===== src/rtl/seg7_pkg.sv =====
// Shared 7-segment definitions: blank pattern, active-low hex encoding table and lookup helper.
package seg7_pkg;

  localparam int unsigned SEG_W = 7;

  localparam logic [SEG_W-1:0] SEG_OFF = 7'h7F;

  // Segments {g,f,e,d,c,b,a}, active-low; entry n is the glyph for hex digit n.
  localparam logic [15:0][SEG_W-1:0] SEG_TABLE = {
    7'h0E, 7'h06, 7'h21, 7'h46, 7'h03, 7'h08, 7'h10, 7'h00,
    7'h78, 7'h02, 7'h12, 7'h19, 7'h30, 7'h24, 7'h79, 7'h40
  };

  function automatic logic [SEG_W-1:0] hex2seg(input logic [3:0] nibble);
    return SEG_TABLE[nibble];
  endfunction

endpackage


===== src/rtl/hex_to_seg7.sv =====
// Combinational nibble to active-low 7-segment pattern.
module hex_to_seg7
  import seg7_pkg::*;
(
  input  logic [3:0]       nibble_i,
  output logic [SEG_W-1:0] seg_c
);

  assign seg_c = hex2seg(nibble_i);

endmodule


===== src/rtl/mmio_hex_display.sv =====
// Memory-mapped multiplexed hex display: captures CPU stores to DISP_ADDR and scans them out.
// Optional leading-zero blanking is enabled by defining HEX_LZ_BLANK_EN.
module mmio_hex_display
  import seg7_pkg::*;
#(
  parameter int unsigned        NUM_DIGITS  = 4,
  parameter int unsigned        DATA_W      = 32,
  parameter logic [DATA_W-1:0]  DISP_ADDR   = DATA_W'(32'h0000_0100),
  parameter int unsigned        REFRESH_DIV = 100000
) (
  input  logic                    clk,
  input  logic                    reset,
  input  logic                    mem_write,
  input  logic [DATA_W-1:0]       adr,
  input  logic [DATA_W-1:0]       write_data,
  output logic [NUM_DIGITS-1:0]   anode,
  output logic [SEG_W-1:0]        catode,
  output logic [4*NUM_DIGITS-1:0] shown
);

  localparam int unsigned VAL_W = 4 * NUM_DIGITS;
  localparam int unsigned CNT_W = (REFRESH_DIV > 1) ? $clog2(REFRESH_DIV) : 1;
  localparam int unsigned IDX_W = (NUM_DIGITS > 1) ? $clog2(NUM_DIGITS) : 1;

  logic [VAL_W-1:0]      value_q, value_d;
  logic [CNT_W-1:0]      cnt_q, cnt_d;
  logic [IDX_W-1:0]      idx_q, idx_d;
  logic [NUM_DIGITS-1:0] anode_q, anode_d;
  logic [SEG_W-1:0]      catode_q, catode_d;
  logic [3:0]            nibble_c;
  logic [SEG_W-1:0]      seg_c;
  logic                  blank_c;
`ifdef HEX_LZ_BLANK_EN
  logic                  upper_zero_c;
`endif

  // Capture register: only stores addressed to the display update it.
  always_comb begin
    value_d = value_q;
    if (mem_write && (adr == DISP_ADDR)) begin
      value_d = write_data[VAL_W-1:0];
    end
  end

  // Refresh slot timer and digit index.
  always_comb begin
    cnt_d = cnt_q + CNT_W'(1);
    idx_d = idx_q;
    if (cnt_q == CNT_W'(REFRESH_DIV - 1)) begin
      cnt_d = '0;
      idx_d = (idx_q == IDX_W'(NUM_DIGITS - 1)) ? '0 : idx_q + IDX_W'(1);
    end
  end

  // Digit select, nibble mux and blanking decision for the current index.
  always_comb begin
    anode_d  = '1;
    nibble_c = '0;
    blank_c  = 1'b0;
`ifdef HEX_LZ_BLANK_EN
    upper_zero_c = 1'b1;
`endif
    for (int i = NUM_DIGITS - 1; i >= 0; i--) begin
`ifdef HEX_LZ_BLANK_EN
      upper_zero_c = upper_zero_c & (value_q[4*i +: 4] == 4'h0);
`endif
      if (IDX_W'(i) == idx_q) begin
        anode_d[i] = 1'b0;
        nibble_c   = value_q[4*i +: 4];
`ifdef HEX_LZ_BLANK_EN
        blank_c    = (i != 0) && upper_zero_c;
`else
        blank_c    = 1'b0;
`endif
      end
    end
    catode_d = blank_c ? SEG_OFF : seg_c;
  end

  hex_to_seg7 u_hex_to_seg7 (
    .nibble_i (nibble_c),
    .seg_c    (seg_c)
  );

  always_ff @(posedge clk or negedge reset) begin
    if (!reset) begin
      value_q  <= '0;
      cnt_q    <= '0;
      idx_q    <= '0;
      anode_q  <= '1;
      catode_q <= SEG_OFF;
    end else begin
      value_q  <= value_d;
      cnt_q    <= cnt_d;
      idx_q    <= idx_d;
      anode_q  <= anode_d;
      catode_q <= catode_d;
    end
  end

  // Store data bits above the displayed width are intentionally ignored.
  if (VAL_W < DATA_W) begin : g_wdata_unused
    logic unused_wdata_c;
    assign unused_wdata_c = ^write_data[DATA_W-1:VAL_W];
  end

  assign anode  = anode_q;
  assign catode = catode_q;
  assign shown  = value_q;

endmodule

===== config.mk =====
export PLATFORM = sky130hd
export DESIGN_NAME = mmio_hex_display
export DESIGN_NICKNAME = d
export VERILOG_FILES = /design/src/rtl/seg7_pkg.sv /design/src/rtl/hex_to_seg7.sv /design/src/rtl/mmio_hex_display.sv
export SDC_FILE = /design/constraint.sdc
export NUM_CORES = 1
export LEC_CHECK = 0
export ABC_AREA = 0
export BUFFER_PORTS_ARGS = -buffer_cell sky130_fd_sc_hd__buf_2
export CAP_MARGIN = 20
export CELL_PAD_IN_SITES_DETAIL_PLACEMENT = 1
export CELL_PAD_IN_SITES_GLOBAL_PLACEMENT = 1
export CORE_AREA = 10 10 95 97
export DETAILED_ROUTE_END_ITERATION = 12
export DIE_AREA = 0 0 105 107
export PLACE_DENSITY = 0.74
export SYNTH_ARGS = -nofsm -noshare
export SYNTH_HDL_FRONTEND = slang
export SYNTH_SLANG_ARGS = --single-unit

===== constraint.sdc =====
create_clock -name clk -period 2.15 [get_ports clk]
set_input_delay 0.215 -clock clk [delete_from_list [all_inputs] [get_ports clk]]
set_output_delay 0.215 -clock clk [all_outputs]
set_load 0.01 [all_outputs]

==> out/results.tsv, run 1 <==
metric	value	unit
grt total ovfl	0	
FF-to-FF End	catode[1]	
Req. time, crit path	2.37	ns
Seq/Total Area, Yosys	50.3	%
Worst setup EP type	flop	
Worst path depth	9	
LEAKAGE	1.48	nW
Worst-Skew Late Latency	0.30	ns
crit path DAT	2.26	ns
VDD IR max	222	uV
max_slew headroom	62.6	%
Core Rows	31	
DR vias	1835	
Starting DRT DRC Count	20	
Die Height	107	um
total die area	11200	um2
final instance area	3020	um2
crit-path cells	inv_2 -> ha_4 -> nand2b_1 -> o22ai_1 -> a21oi_2 -> inv_2 -> ha_1 -> mux2_2 -> o22ai_1	
Routed Wire Length	5910	um
Hold Buf Count CTS	0	
average cell area after synthesis	11.9	um2
hold_ws	-0.0175	ns
first-pass GRT wire length	9890	um
top_reg_cell synth	dfrtp_1	
crit path time final	2.04	ns
final worst slack	0.105	ns
Final Hold Fails	12	
Port Buffer Count	77	
vias in the first global route	2079	
delay-heaviest family, CP	compound AO/OA/AOI/OAI gates	
H-tree Lvls	2	
RSZ-0062 raised after global routing	true	
largest net degree at the start of global routing	47	
area grow syn2layout	30.4	%
Setup TNS	0	ns
Sw Pwr	0.302	mW
total power	1.46	mW
DRC	0	
Clock Sinks	46	
achievable frequency	489	MHz
Reg power frac	59.2	%
maxcap violations	0	
number of flops mapped to enable cells by yosys	0	
reg2reg setup slack	0.11	ns
routability congestion estimate from global placement	0.713	
most frequent cells in the layout	buf_2 (77), dfrtp_1 (35), nor2_1 (13)	
final period utilization	95.1	%
Longest Clk Path Bufs	2	
nets@finish	363	
Clock transition at path regs	0.08	ns
post-synthesis async set-or-reset flop share	100	%
cell internal pwr	1.16	mW
io pins	94	
critical path launch point type	flop	
Unique masters post-synth	38	
placement-stage cell area	2860	um2
part of the power in combinational logic	4.5	%
Fin Clk Skew	0.00483	ns
routed vias/inst	4.78	
number of detailed-route iterations in the first pass	3	
Sw Ratio	20.7	%
Worst Path Max Fanout	5	
syn nets	273	
Die W	105	um
failing checks	hold timing	
slowest stage cell, crit path	dfrtp_1	
outcome	complete, but fails checks	
Finished Layout Cells	384	
commonest non-fill, non-tap cell in the layout	buf_2	
DP Cell Count	375	
Setup Crit Path Kind	reg2reg	
Layout Utilization	42.3	%
Post-Syn Instances	194	
Yosys reg bits	46	
CP bufs+invs	2	
wire length per cell	15.4	um
global-route usage over all layers	10.6	%
Worst Max-Slew Pin Slew	0.561	ns
initial antenna violation count	0	
CTS tree	done	
share of cells above drive strength 1	47.7	%
DP HPWL	4720	um
worst hold path class	in2async	
Worst R2R Start	idx_q[0]	
Final Max Tran Viols	0	
yosys warns	0	
Mapped Area	2310	um2
FF-to-FF path depth	9	
clock root buffer	clkbuf_8	
Clk network pwr share	36.4	%
worst slack at placement	-0.115	ns
n_diodes	0	
Final ANT Viol Nets	0	
core box area	7140	um2
max incr delay on CP	0.42	ns
Power Density	485	nW/um2
Initial Util	32.4	%
Num CTS Buffers	5	
setup violators final	0	
## sequential cells by signal (all words and copies together) (netlist names)
register / count
anode: 4
idx_q: 2
shown: 16
catode: 7
cnt_q: 17
## cells by family after synthesis
logic type / synth area share, %
AND/OR/NAND/NOR: 15.0
flip-flops: 50.3
multiplexers: 12.5
AO/OA/AOI/OAI: 5.68
XOR/XNOR: 6.05
buffers and inverters: 3.95
adder cells (fa/ha/maj): 6.49
## power groups by stage
| stage | clock network [mW] | registers, mW | logic, mW |
|---|---|---|---|
| 6_report | 0.532 | 0.865 | 0.0652 |
| 5_1_grt | 0.595 | 0.866 | 0.0755 |
| 3_5_place_dp | 0 | 0.882 | 0.0680 |
| 3_3_place_gp | 0 | 0.882 | 0.0659 |
| 4_1_cts | 0.557 | 0.865 | 0.0682 |
| 2_1_floorplan | 0 | 0.882 | 0.00377 |
## cells in the mapped netlist (all sizes together) (2+ instances only)
| cell type | instances | share of area [%] |
|---|---|---|
| dfrtp | 35 | 38 |
| mux2 | 17 | 9.9 |
| nor2 | 14 | 2.3 |
| ha | 12 | 6.5 |
| dfstp | 11 | 12 |
| inv | 11 | 1.8 |
| nand2 | 10 | 1.6 |
| xnor2 | 9 | 3.4 |
| nand3 | 7 | 1.5 |
| xor2 | 7 | 2.6 |
| mux2i | 6 | 2.6 |
| nand4 | 6 | 1.6 |
| nor4 | 6 | 2.3 |
| buf | 4 | 2.0 |
| o22ai | 4 | 1.1 |
| a22o | 3 | 1.1 |
| a22oi | 3 | 0.97 |
| and3 | 3 | 0.81 |
| nand2b | 3 | 0.81 |
| nor2b | 3 | 0.81 |
| nor3 | 3 | 0.65 |
| o21ai | 3 | 0.65 |
| a21oi | 2 | 0.43 |
| nor4b | 2 | 0.76 |
| or4b | 2 | 0.86 |
## repair_timing
item / 4_1_cts / 5_1_grt
endpoints found under the setup margin: 3 / 6
setup buffers: 0 / 1
gates resized for setup: 4 / 11
pin swaps: 0 / 3
## how the worst max path moves through the flow
stage                     startpoint        end  slack (ns)
after floorplan             idx_q[1]  catode[0]        0.01
after global placement      idx_q[0]  catode[1]        0.03
after detailed placement    idx_q[0]  catode[1]       -0.11
after CTS                   idx_q[0]  catode[1]       0.008
after global routing        idx_q[1]  catode[0]       -0.01
final                       idx_q[0]  catode[1]        0.11
## cell type report
| cell class | count | area (um2) |
|---|---|---|
| inverters | 11 | 41.3 |
| flip-flops and latches | 46 | 1160 |
| well taps | 99 | 124 |
| clock inverters | 1 | 5.00 |
| repair buffers | 88 | 484 |
| multi-input cells | 132 | 1110 |
| clock buffers | 7 | 86.3 |
| fillers | 842 | 4120 |
## routing by layer
metal / up-vias / GRT usage (%) / share of wire, %
met5: - / 0 / 0
met4: 0 / 3.82 / 1.2
met3: 5 / 4.43 / 8.2
met2: 59 / 18.1 / 49
li1: 866 / - / -
met1: 905 / 11.8 / 42
(Power assumes the default switching activity.)
==> run 2, diff against run 1 <==
SYNTH_HIERARCHICAL = 1   (was not set)
==> out/results.tsv, run 2 <==
metric	value	unit
Routed Wire Length	7530	um
critical path launch point type	flop	
maxcap violations	0	
Seq/Total Area, Yosys	50.1	%
total die area	11200	um2
Synth area leaders	dfrtp_1 (38%), dfstp_2 (12%), mux2_2 (8.2%)	
outcome	complete, but fails checks	
most frequent cells in the layout	buf_2 (77), dfrtp_1 (33), buf_4 (25)	
Yosys reg bits	46	
n_diodes	0	
Unique masters post-synth	43	
final period utilization	106	%
Finished Layout Cells	411	
largest net degree at the start of global routing	25	
CTS tree	done	
Starting DRT DRC Count	46	
number of flops mapped to enable cells by yosys	0	
RSZ-0062 raised after global routing	true	
Worst-Skew Late Latency	0.30	ns
syn nets	278	
H-tree Lvls	2	
initial antenna violation count	0	
Num CTS Buffers	5	
post-synth top area cell	dfrtp_1	
achievable frequency	439	MHz
yosys warns	6	
DRC	0	
first-pass GRT wire length	11700	um
Port Buffer Count	77	
nets@finish	390	
max_slew headroom	63.5	%
Clock transition at path regs	0.09	ns
top_reg_cell synth	dfrtp_1	
Yosys top cell area share	37.7	%
wire length per cell	18.3	um
final worst slack	-0.129	ns
worst slack at placement	-0.0998	ns
grt total ovfl	0	
Longest Clk Path Bufs	2	
Clock Sinks	46	
max reg flops	17	
failing checks	setup timing	
Final ANT Viol Nets	0	
area grow syn2layout	46.0	%
DP HPWL	5210	um
Core Rows	31	
LEAKAGE	1.63	nW
routability congestion estimate from global placement	0.791	
global-route usage over all layers	13.0	%
Setup Crit Path Kind	reg2reg	
average cell area after synthesis	11.7	um2
number of detailed-route iterations in the first pass	4	
core box area	7140	um2
worst hold path class	in2reg	
Req. time, crit path	2.38	ns
crit path time final	2.28	ns
Initial Util	32.6	%
Mapped Area	2320	um2
most common cell in the netlist	dfrtp_1	
Final Max Tran Viols	0	
DR vias	1993	
Layout Utilization	47.6	%
Post-Syn Instances	199	
share of cells above drive strength 1	57.4	%
Worst setup EP type	flop	
Final Hold Fails	0	
Die W	105	um
crit path DAT	2.51	ns
post-synthesis async set-or-reset flop share	100	%
Die Height	107	um
routed vias/inst	4.85	
Power Density	510	nW/um2
hold_ws	0.142	ns
Fill cells	842	
vias in the first global route	2225	
synth cell count leaders	dfrtp_1 (35), mux2_2 (17), nor2_1 (17)	
clock root buffer	clkbuf_8	
io pins	94	
DP Cell Count	390	
Fin Clk Skew	0.00473	ns
Worst Path Max Fanout	3	
Largest Register	cnt_q	
Worst Max-Slew Pin Slew	0.547	ns
setup violators final	4	
commonest non-fill, non-tap cell in the layout	buf_2	
VDD IR max	332	uV
==> run 2: cell count changes after synthesis, moves of 3 or more <==
cell      delta
o22ai_1      -4
a21oi_1      +3
and3_1       -3
o21ai_0      +3
o31ai_1      +3
mux2_4      -10
mux2_2      +10
or3_1        +3
nand4_1      -3
a22oi_1      -3
a221oi_1     +3
nor2_1       +3
==> run 2: cell families after synthesis <==
| logic type | after synthesis | synth area share (%) |
|---|---|---|
| AO/OA/AOI/OAI | 23 | 6.73 |
| flip-flops | 46 | 50.1 |
| XOR/XNOR | 12 | 4.52 |
| adder cells (fa/ha/maj) | 12 | 6.46 |
| multiplexers | 22 | 11.1 |
| buffers and inverters | 15 | 3.44 |
| AND/OR/NAND/NOR | 69 | 17.7 |
==> run 2: power breakdown <==
part	internal, mW	switching, mW
Combinational	0.0390	0.0335
Clock	0.496	0.297
Sequential	0.865	0.00000000283
==> run 2: routing by layer <==
metal  GRT usage, %  vias to the layer above  wire [um]
li1               -                      933          -
met1           13.1                     1003       2770
met2           25.2                       43       4290
met3           3.47                       14        281
met4           4.71                        0        188
met5              0                        -          0
==> run 2: worst max-delay path: stages, from the launching register on <==
cell,delay (ns)
dfrtp_2,0.46
ha_4,0.18
inv_2,0.07
nor2_4,0.06
buf_6,0.11
a221oi_4,0.27
o31ai_4,0.09
inv_2,0.09
ha_2,0.19
and2b_2,0.23
or3b_4,0.38
o21ai_2,0.07
==> run 2: repair_timing <==
action	CTS	global route
cloned	0	0
hold endpoints to repair	13	0
gates resized for setup	21	10
pin swaps	8	1
endpoints found under the setup margin	4	7
hold buffers	1	0
buffers inserted	8	4
==> run 2: cell type report <==
type	count	area, um2	area share, %
clock buffer	6	82.6	2.43
clock inverter	2	60.1	1.77
inverter	10	42.5	1.25
multi-input combinational	138	1230	36.2
sequential	46	1170	34.4
tap	99	124	3.65
timing repair buffer	110	688	20.3
==> run 2: final timing paths <==
path                                    start   endpoint  slack [ns]  cells after the start
worst max-delay path                 idx_q[1]  catode[0]       -0.13                     11
worst min-delay path            write_data[2]   shown[2]        0.14                      2
worst max register to register       idx_q[1]  catode[0]       -0.13                     11
worst min register to register       cnt_q[0]   cnt_q[0]        0.50                      1
max in group asynchronous               reset   anode[2]        1.13                      3
min in group asynchronous               reset  cnt_q[13]        0.42                      2
==> run 2: per-stage QoR <==
step | area [um2] | setup TNS, ns | total power, mW
global placement | 3020 | -0.0454 | 0.949
finish | 3390 | -0.301 | 1.73
global route | 3390 | -0.613 | 1.80
floorplan | 2390 | 0 | 0.886
detailed placement | 3020 | -0.219 | 0.954
CTS | 3310 | -0.214 | 1.75
==> run 3, diff against run 2 <==
--- a/config.mk
+++ b/config.mk
@@ -15,3 +15,4 @@
 export DIE_AREA = 0 0 105 107
-export PLACE_DENSITY = 0.74
+export PLACE_DENSITY_LB_ADDON = 0.05
+export SETUP_SLACK_MARGIN = 0.1
 export SYNTH_ARGS = -nofsm -noshare
--- a/constraint.sdc
+++ b/constraint.sdc
@@ -3,2 +3,2 @@
 set_output_delay 0.215 -clock clk [all_outputs]
-set_load 0.01 [all_outputs]
+set_load 0.005 [all_outputs]
==> out/results.tsv, run 3 (synthesis gave the netlist of run 2 again) <==
metric	value	unit
outcome	complete, but fails checks	
failing checks	setup timing	
first-pass GRT wire length	10900	um
routability congestion estimate from global placement	0.729	
Port Buffer Count	77	
vias in the first global route	1983	
LEAKAGE	1.64	nW
grt total ovfl	0	
Final Hold Fails	0	
commonest non-fill, non-tap cell in the layout	buf_2	
initial antenna violation count	0	
cell internal pwr	1.25	mW
total power	1.59	mW
global-route usage over all layers	11.9	%
critical path launch point type	flop	
H-tree Lvls	2	
worst hold path class	in2reg	
Setup TNS	-0.148	ns
Worst setup EP type	flop	
Reg power frac	54.5	%
Worst Max-Slew Pin Slew	0.520	ns
DP Cell Count	391	
core box area	7140	um2
Largest Register	cnt_q	
area grow syn2layout	48.4	%
achievable frequency	450	MHz
Longest Clk Path Bufs	2	
clock root buffer	clkbuf_8	
max incr delay on CP	0.46	ns
worst slack at placement	-0.0881	ns
Worst Path Max Fanout	5	
nets@finish	394	
Core Rows	31	
largest net degree at the start of global routing	27	
DRC	0	
number of detailed-route iterations in the first pass	3	
part of the power in combinational logic	4.3	%
Power Density	461	nW/um2
most frequent cells in the layout	buf_2 (77), dfrtp_1 (34), buf_4 (25)	
delay-heaviest family, CP	adder cells	
maxcap violations	0	
Finished Layout Cells	415	
Setup Crit Path Kind	reg2reg	
Sw Ratio	21.2	%
Req. time, crit path	2.38	ns
crit path time final	2.22	ns
Layout Utilization	48.3	%
crit path DAT	2.45	ns
slowest stage cell, crit path	dfrtp_1	
final period utilization	103	%
Routed Wire Length	6780	um
setup violators final	3	
Die Height	107	um
share of cells above drive strength 1	58.2	%
VDD IR max	265	uV
n_diodes	0	
Die W	105	um
Sw Pwr	0.337	mW
Clock transition at path regs	0.09	ns
Clock Sinks	46	
Num CTS Buffers	5	
DR vias	1936	
Starting DRT DRC Count	33	
CP bufs+invs	2	
Clk network pwr share	41.2	%
Initial Util	32.6	%
RSZ-0062 raised after global routing	true	
DP HPWL	5160	um
crit-path cells	ha_4 -> nor2_4 -> a221oi_4 -> o31ai_4 -> inv_2 -> ha_4 -> inv_2 -> mux4_2	
wire length per cell	16.3	um
routed vias/inst	4.67	
Final Max Tran Viols	0	
max_slew headroom	65.4	%
total die area	11200	um2
max reg flops	17	
Fin Clk Skew	0.00652	ns
io pins	94	
CTS tree	done	
Worst-Skew Late Latency	0.30	ns
Final ANT Viol Nets	0	
final worst slack	-0.0746	ns
==> run 3: per-layer routing <==
| layer | global-route usage (%) | up-vias | part of all wire [%] |
|---|---|---|---|
| met4 | 3.63 | 0 | 1.6 |
| li1 | - | 939 | - |
| met1 | 13.9 | 952 | 42 |
| met5 | 0 | - | 0 |
| met3 | 2.99 | 8 | 3.9 |
| met2 | 21.1 | 37 | 52 |
==> run 3: path summary, 6_finish.rpt <==
path                                      from   endpoint  slack, ns  cells after the start
worst max-delay path                  idx_q[1]  catode[3]      -0.07                      8
worst min-delay path            write_data[15]  shown[15]       0.14                      2
worst max register to register        idx_q[1]  catode[3]      -0.07                      8
worst min register to register        cnt_q[0]   cnt_q[0]       0.49                      1
max in group asynchronous                reset   anode[2]       1.13                      3
min in group asynchronous                reset   shown[7]       0.42                      2
==> run 3: worst reg2reg max path, stage by stage (launching register included) <==
cell and delay [ns]:
dfrtp_1 0.46, ha_4 0.22, nor2_4 0.19, a221oi_4 0.10
o31ai_4 0.32, inv_2 0.12, ha_4 0.28, inv_2 0.03
mux4_2 0.44
==> run 3: power by group through the flow <==
stage | registers, mW | clock network, mW | logic [mW]
after global routing | 0.866 | 0.715 | 0.0794
final | 0.866 | 0.654 | 0.0691
after global placement | 0.882 | 0 | 0.0688
after floorplan | 0.882 | 0 | 0.00417
after CTS | 0.866 | 0.681 | 0.0716
after detailed placement | 0.882 | 0 | 0.0700
==> run 3: layout make-up <==
| type | count | area (um2) |
|---|---|---|
| inverters | 10 | 40.0 |
| clock buffers | 6 | 72.6 |
| flip-flops and latches | 46 | 1170 |
| clock inverters | 2 | 37.5 |
| multi-input cells | 138 | 1280 |
| fillers | 835 | 3690 |
| well taps | 99 | 124 |
| repair buffers | 114 | 733 |
==> run 3: what timing repair did <==
action,4_1_cts,5_1_grt
setup buffers,10,6
pin swaps,9,7
hold endpoints to repair,12,0
resized for setup,10,23
cloned,0,0
setup endpoints to repair,5,7
hold buffers,1,0
==> run 3: through the flow <==
step                hold slack, ns  instance area (um2)
finish                       0.139                 3450
global route                 0.134                 3450
CTS                          0.129                 3310
detailed placement           0.219                 3070
global placement             0.219                 3070
floorplan                  -0.0806                 2410
